<file path="src/rtl/wishbone_ctrl_sequencer.sv">
// Wishbone classic initiator: one command in flight, registered bus and
// response outputs, optional ack timeout, sticky spurious-ack flag.
module wishbone_ctrl_sequencer #(
    parameter int pAdrBits = 4,
    parameter int pDatBits = 8,
    parameter int pTimeout = 15
) (
    input  logic                clk,
    input  logic                rst,
    input  logic                cmd_valid,
    output logic                cmd_ready,
    input  logic                cmd_we,
    input  logic [pAdrBits-1:0] cmd_adr,
    input  logic [pDatBits-1:0] cmd_dat,
    output logic                rsp_valid,
    input  logic                rsp_ready,
    output logic [pDatBits-1:0] rsp_dat,
    output logic                rsp_err,
    output logic                spurious,
    output logic                wb_c_stb,
    output logic                wb_c_we,
    output logic [pAdrBits-1:0] wb_c_adr,
    output logic [pDatBits-1:0] wb_c_dat,
    input  logic                wb_p_ack,
    input  logic [pDatBits-1:0] wb_p_dat
);

    localparam logic [1:0] IDLE = 2'd0;
    localparam logic [1:0] REQ  = 2'd1;
    localparam logic [1:0] RESP = 2'd2;

    // pTimeout=0 still needs a 1-bit counter so the declarations stay legal
    localparam int CW = (pTimeout > 0) ? $clog2(pTimeout + 1) : 1;
    localparam logic [CW-1:0] LIMIT = (pTimeout > 0) ? CW'(pTimeout - 1) : '0;

    logic [1:0]          state_q, state_d;
    logic [CW-1:0]       cnt_q, cnt_d;
    logic                stb_q, stb_d;
    logic                we_q, we_d;
    logic [pAdrBits-1:0] adr_q, adr_d;
    logic [pDatBits-1:0] dat_q, dat_d;
    logic                rsp_valid_q, rsp_valid_d;
    logic [pDatBits-1:0] rsp_dat_q, rsp_dat_d;
    logic                rsp_err_q, rsp_err_d;
    logic                spurious_q, spurious_d;
    logic                timeout_hit;

    assign cmd_ready   = (state_q == IDLE);
    assign timeout_hit = (pTimeout != 0) && (cnt_q == LIMIT);

    // Next-state logic for the IDLE -> REQ -> RESP sequence
    always_comb begin
        state_d     = state_q;
        cnt_d       = cnt_q;
        stb_d       = stb_q;
        we_d        = we_q;
        adr_d       = adr_q;
        dat_d       = dat_q;
        rsp_valid_d = rsp_valid_q;
        rsp_dat_d   = rsp_dat_q;
        rsp_err_d   = rsp_err_q;
        // stb is high exactly while in REQ, so an ack elsewhere is unsolicited
        spurious_d  = spurious_q | (wb_p_ack && (state_q != REQ));
        case (state_q)
            IDLE: begin
                if (cmd_valid) begin
                    stb_d   = 1'b1;
                    we_d    = cmd_we;
                    adr_d   = cmd_adr;
                    dat_d   = cmd_dat;
                    cnt_d   = '0;
                    state_d = REQ;
                end
            end
            REQ: begin
                // ack takes priority over a timeout landing in the same cycle
                if (wb_p_ack) begin
                    stb_d       = 1'b0;
                    rsp_valid_d = 1'b1;
                    rsp_err_d   = 1'b0;
                    rsp_dat_d   = we_q ? '0 : wb_p_dat;
                    state_d     = RESP;
                end else if (timeout_hit) begin
                    stb_d       = 1'b0;
                    rsp_valid_d = 1'b1;
                    rsp_err_d   = 1'b1;
                    rsp_dat_d   = '0;
                    state_d     = RESP;
                end else if (cnt_q != '1) begin
                    cnt_d = cnt_q + 1'b1;
                end
            end
            RESP: begin
                if (rsp_ready) begin
                    rsp_valid_d = 1'b0;
                    state_d     = IDLE;
                end
            end
            default: state_d = IDLE;
        endcase
    end

    // State and output registers with synchronous reset
    always_ff @(posedge clk) begin
        if (rst) begin
            state_q     <= IDLE;
            cnt_q       <= '0;
            stb_q       <= 1'b0;
            we_q        <= 1'b0;
            adr_q       <= '0;
            dat_q       <= '0;
            rsp_valid_q <= 1'b0;
            rsp_dat_q   <= '0;
            rsp_err_q   <= 1'b0;
            spurious_q  <= 1'b0;
        end else begin
            state_q     <= state_d;
            cnt_q       <= cnt_d;
            stb_q       <= stb_d;
            we_q        <= we_d;
            adr_q       <= adr_d;
            dat_q       <= dat_d;
            rsp_valid_q <= rsp_valid_d;
            rsp_dat_q   <= rsp_dat_d;
            rsp_err_q   <= rsp_err_d;
            spurious_q  <= spurious_d;
        end
    end

    assign wb_c_stb  = stb_q;
    assign wb_c_we   = we_q;
    assign wb_c_adr  = adr_q;
    assign wb_c_dat  = dat_q;
    assign rsp_valid = rsp_valid_q;
    assign rsp_dat   = rsp_dat_q;
    assign rsp_err   = rsp_err_q;
    assign spurious  = spurious_q;

endmodule
</file>
<file path="config.mk">
export PLATFORM = sky130hd
export DESIGN_NAME = wishbone_ctrl_sequencer
export DESIGN_NICKNAME = d
export VERILOG_FILES = /design/src/rtl/wishbone_ctrl_sequencer.sv
export SDC_FILE = /design/constraint.sdc
export NUM_CORES = 1
export LEC_CHECK = 0
export BUFFER_PORTS_ARGS = -buffer_cell sky130_fd_sc_hd__buf_2
export CAP_MARGIN = 20
export CORE_MARGIN = 2
export CORE_UTILIZATION = 49
export CTS_CLUSTER_DIAMETER = 200
export DETAILED_ROUTE_END_ITERATION = 10
export HOLD_SLACK_MARGIN = 0.15
export PLACE_DENSITY = 0.92
export RECOVER_POWER = 25
export SLEW_MARGIN = 40
export SYNTH_ARGS = -nofsm -noshare
export SYNTH_HDL_FRONTEND = slang
export SYNTH_SLANG_ARGS = --single-unit
</file>
<file path="constraint.sdc">
create_clock -name clk -period 5 [get_ports clk]
set_input_delay 0.5 -clock clk [delete_from_list [all_inputs] [get_ports clk]]
set_output_delay 0.5 -clock clk [all_outputs]
set_load 0.05 [all_outputs]
</file>
=== After elaboration in Yosys (flattened, before gate mapping) ===
Index checks and enable logic that the tools add are counted.

* Bits in registers: 31
* Latch bits: 0
* Memory bits (writable): 0
* Bits in read-only memories: 0
* Bits of input ports: 26
* Output and inout port bits: 26
* Memories kept: 0

* Add/sub/neg operators: 1
* $mul: 0
* Div/mod/pow operators: 0
* $lt $le $gt $ge: 0
* Eq/ne operators: 11
* Shift-type cells: 0
* Muxes and demuxes: 22
* Bitwise gates (word level): 1
* Reductions and logical operators: 11

{| class="wikitable"
|+ Operators with widths
! cell !! number
|-
| $mux W8 || 3
|-
| $mux W4 || 4
|-
| $ne A2 B2 Y1 const B || 5
|-
| $reduce_and A3 Y1 || 3
|-
| $mux W2 || 4
|-
| $pmux W4 S2 || 1
|-
| $mux W1 || 7
|-
| $pmux W2 S3 || 1
|-
| $reduce_bool A2 Y1 || 3
|-
| $reduce_and A5 Y1 || 1
|-
| $add A4 B1 Y4 const B || 1
|-
| $eq A4 B4 Y1 const B || 1
|-
| $ne A4 B4 Y1 const B || 1
|-
| $pmux W1 S2 || 2
|-
| $reduce_and A2 Y1 || 2
|-
| $ne A3 B3 Y1 const B || 1
|-
| $eq A2 B1 Y1 const B || 1
|-
| $eq A2 B2 Y1 const B || 1
|-
| $logic_not A2 Y1 || 1
|-
| $ne A2 B1 Y1 const B || 1
|-
| $logic_and A1 B1 Y1 || 1
|-
| $or A1 B1 Y1 || 1
|}

=== Logic depth before layout (Yosys ltp) ===
* Depth in word-level cells: 5
* Gate-level depth with buffers: 6

=== Worst setup path before layout ===
OpenSTA, ideal clock, no wires.

* Path type: register to register
* Start: reg state_q[0]
* End: reg adr_q[0], in the netlist wb_c_adr[0]
* Arrival time: 1.757 ns
* Slack: 3.173 ns
* Cell stages (with the launch flop): 6
* Clock period less this slack: 1.827 ns
* Cell sequence: dfxtp_1 nor2_1 and2_0 buf_2 nand2_1 a21oi_1

* Cells in the longest elaborated chain, start to end: 2

{| class="wikitable"
|+ Ends and longest elaborated chain
! element !! line !! source
|-
| start, declared || 36 || <nowiki>logic [1:0] state_q, state_d;</nowiki>
|-
| start signal, assigned || 117 || <nowiki>state_q <= state_d;</nowiki>
|-
| $logic_not A2 Y1 || - ||
|-
| net cmd_ready || 11 || <nowiki>output logic cmd_ready,</nowiki>
|-
| $reduce_and A2 Y1 (no line) || - ||
|-
| end signal, assigned || 121 || <nowiki>adr_q <= adr_d;</nowiki>
|-
| end, declared || 40 || <nowiki>logic [pAdrBits-1:0] adr_q, adr_d;</nowiki>
|}

The timed path passes the listed nets, and every way through them passes these cells.
A chain may end at the register's enable or synchronous reset.

=== Worst setup path after layout ===
* Start: reg cnt_q[0]
* End: reg rsp_dat_q[4], in the netlist rsp_dat[4]

* Cells in the longest elaborated chain, start to end: 3

{| class="wikitable"
|+ Ends and longest elaborated chain
! element !! line !! source
|-
| start, declared || 37 || <nowiki>logic [CW-1:0] cnt_q, cnt_d;</nowiki>
|-
| start signal, assigned || 118 || <nowiki>cnt_q <= cnt_d;</nowiki>
|-
| $eq A4 B4 Y1 || 49 || <nowiki>assign timeout_hit = (pTimeout != 0) && (cnt_q == LIMIT);</nowiki>
|-
| $reduce_bool A2 Y1 (no line) || - ||
|-
| $reduce_and A2 Y1 (no line) || - ||
|-
| end signal, assigned || 124 || <nowiki>rsp_dat_q <= rsp_dat_d;</nowiki>
|-
| end, declared || 43 || <nowiki>logic [pDatBits-1:0] rsp_dat_q, rsp_dat_d;</nowiki>
|}

No other way between the ends.

==> impl_metrics.csv <==
group,metric,value,unit
status,status,"finished clean",
clock_network,clk_pin_slew,100,ps
grt,grt_pass1_vias,1032,
cells_and_area,fill_cells,201,
yosys,synth_area,0.001215,mm2
sta,period_minus_slack,1859,ps
route,drt-initial-drc-count,17,
yosys,async_reset_ff_share,0,%
yosys,synth_common_cells,"nand2_1 (33), dfxtp_1 (31), a21oi_1 (16), nor2_1 (11), a22o_1 (7)",
route,drcViolationCount,0,
worst_setup_path,rr_startpoint,"cnt_q[0]",
die,initial_core_util,50.42,%
yosys,synth_edf_count,0,
cells_and_area,area_delta_synth_final,26.57,%
power_and_ir_drop,power_frac_comb,19.0,%
sta,maxSlewHeadroom,53.26,%
yosys,synth-seq-area-share,51.08,%
grt,antenna_found_initial,0,
yosys,syn-num-nets,163,
clock_network,postCtsSetupBuffers,0,
route,ant_nets,0,
job,drv_cap,0,
die,placement_rows,18,
sta,post-route-period-util,37.19,%
route,drt_pre_antenna_iters,4,
power_and_ir_drop,p_clk_share,31.5,%
worst_setup_path,crit_path_end_kind,"register",
clock_network,tritoncts,"yes",
power_and_ir_drop,p_sw_share,32.01,%
clock_network,insertion_delay,340,ps
placed_design,placed_cells,210,
min_path,hp-class,"in2reg",
power_and_ir_drop,vdd_ir_drop_max,0.2774,mV
placed_design,post-dp-hpwl,2.060,mm
die,dieArea,0.002894,mm2
yosys,synth_top_area_cell,"dfxtp_1",
yosys,yosys-top-cells-area,"dfxtp_1 (51%), nand2_1 (10%), a21oi_1 (6.6%), a22o_1 (5.0%), nor2_1 (3.4%)",
yosys,yosys_warnings,0,
cells_and_area,instances_no_fill,218,
yosys,synth_top_flop_cell,"dfxtp_1",
worst_setup_path,crit_path_start,"cnt_q[0]",
clock_network,cts_buffers,5,
grt,grt.total_usage,22.05,%
sta,tns,0,ps
grt,grt_max_degree,28,
placed_design,io_buffer_count,51,
cells_and_area,nNetsFinal,215,
clock_network,htreeDepth,2,
placed_design,routabilityCongestion,0.8995,
route,wirelength,2.813,mm
sta,hold_viol,0,
route,vias,1155,
route,wl_per_cell,12.90,um
yosys,synthDistinctLibCells,29,
cells_and_area,layout-drive-gt1-share,28.19,%
route,avgViaCountPerCell,5.298,
worst_setup_path,crit_arrival,2150,ps
clock_network,cts_resized,0,
power_and_ir_drop,p_leak,0.6638,nW
yosys,yosys_register_bits,31,
sta,tightestPinTransition,700.7,ps
worst_setup_path,crit_required,5290,ps
power_and_ir_drop,power.internal,0.3687,mW
worst_setup_path,critical_path_class,"reg2reg",
sta,finalClockSkew,9.212,ps
cells_and_area,antenna_cells,0,
min_path,min-delay-start,"wb_p_dat[2]",
sta,rsz0062_at_grt,"no",
yosys,yosysMostFrequentCell,"nand2_1",
clock_network,cts_num_sinks,31,
yosys,avgSynthCellArea,8.999,um2
die,io_pins,52,
worst_setup_path,critPathLaunchType,"register",
power_and_ir_drop,switchingPower,0.1736,mW
yosys,synthCells,135,
sta,setup_viol,0,
grt,grt_pass1_wl,4.353,mm
power_and_ir_drop,powerDensity,352.7,mW/mm2
clock_network,cts_hold_buf,0,
yosys,synth_top_area_share,51.08,%
clock_network,root_buffer,"clkbuf_4",
die,fp.dieW,53.80,um
sta,fmax,537.8,MHz
die,die_h,53.80,um
grt,grt_overflow_total,0,
sta,drv_slew,0,
power_and_ir_drop,seqPwrFrac,49.5,%
worst_setup_path,crit_fanout,8,
die,core_area,0.002410,mm2
clock_network,cts.path.max_buffers,2,
[path summary, 6_finish.rpt]
check                      to  slack (ps)  depth (start not counted)
setup / recovery   rsp_dat[4]        3140                          6
hold / removal     rsp_dat[2]         360                          2
hold reg to reg   wb_c_adr[0]         460                          2
setup reg to reg   rsp_dat[4]        3140                          6
[layout make-up]
cell class	instances	area [um2]	area share (%)
sequential	31	620.6	40.36
multi-input combinational	94	553.0	35.96
timing repair buffer	51	239.0	15.54
clock buffer	7	65.06	4.231
tap	30	37.54	2.441
inverter	4	15.01	0.9764
clock inverter	1	7.507	0.4882
[cells by family (layout without fill, tap and decap cells)]
family | Yosys count | in the layout | share of synthesized area, %
and+or+nand+nor | 54 | 54 | 19.98
AOI/OAI and AO/OA | 36 | 36 | 21.83
buffers and inverters | 10 | 63 | 3.398
muxes | 2 | 2 | 1.648
adders and majority gates | 2 | 2 | 2.059
DFF | 31 | 31 | 51.08
[power groups by stage]
| stage | Combinational [mW] | Clock, mW | Sequential [mW] |
|---|---|---|---|
| final | 0.103 | 0.171 | 0.269 |
| after global placement | 0.101 | 0 | 0.273 |
| after detailed placement | 0.105 | 0 | 0.274 |
| after global routing | 0.110 | 0.187 | 0.271 |
| after CTS | 0.105 | 0.172 | 0.268 |
| after floorplan | 0.0377 | 0 | 0.312 |
[per-stage QoR]
| stage | power, mW | setup slack, ps | hold WS, ps | instance area, um2 | util (%) |
|---|---|---|---|---|---|
| after global placement | 0.3744 | 3316 | 439.0 | 1481 | 61.47 |
| after CTS | 0.5456 | 3149 | 359.6 | 1554 | 64.49 |
| after floorplan | 0.3498 | 3173 | 500.6 | 1215 | - |
| after global routing | 0.5673 | 2948 | 349.1 | 1538 | 63.81 |
| after detailed placement | 0.3786 | 3194 | 444.8 | 1481 | 61.47 |
| final | 0.5423 | 3141 | 361.4 | 1538 | 63.81 |
[layout by cell type (no fill, tap or decap), types with 2 or more instances in the layout]
cell type	synthesis	layout
a22o_1	7	7
clkbuf_4	0	5
clkbuf_8	0	2
a211oi_1	2	2
a21oi_1	16	16
a211o_2	2	2
inv_1	4	4
nor2_1	11	11
buf_2	3	38
mux2i_1	2	2
o21ai_0	2	2
nand2_1	33	33
nand2b_1	2	2
dfxtp_1	31	31
clkbuf_1	3	13
ha_1	2	2
[layer usage]
metal | vias to the layer above | track usage, % | part of all wire (%)
li1 | 571 | - | -
met1 | 531 | 24.65 | 42
met2 | 47 | 35.57 | 48
met3 | 6 | 10.28 | 8.7
met4 | 0 | 9.829 | 1.5
met5 | - | 0 | 0
[sequential cells by signal, summed over array words and instances, names as in the netlist]
signal and count:
state_q 2, cnt_q 4, wb_c_stb 1, rsp_dat 8, rsp_err 1, wb_c_we 1
wb_c_adr 4, rsp_valid 1, spurious 1, wb_c_dat 8
[critical path: stages (launching register included)]
cell and delay, ps:
dfxtp_1 410, inv_1 70, ha_1 230, a31oi_1 330, nor2_1 120, nor2_1 410, a22o_1 240
Power figures use the tool's default switching activity.
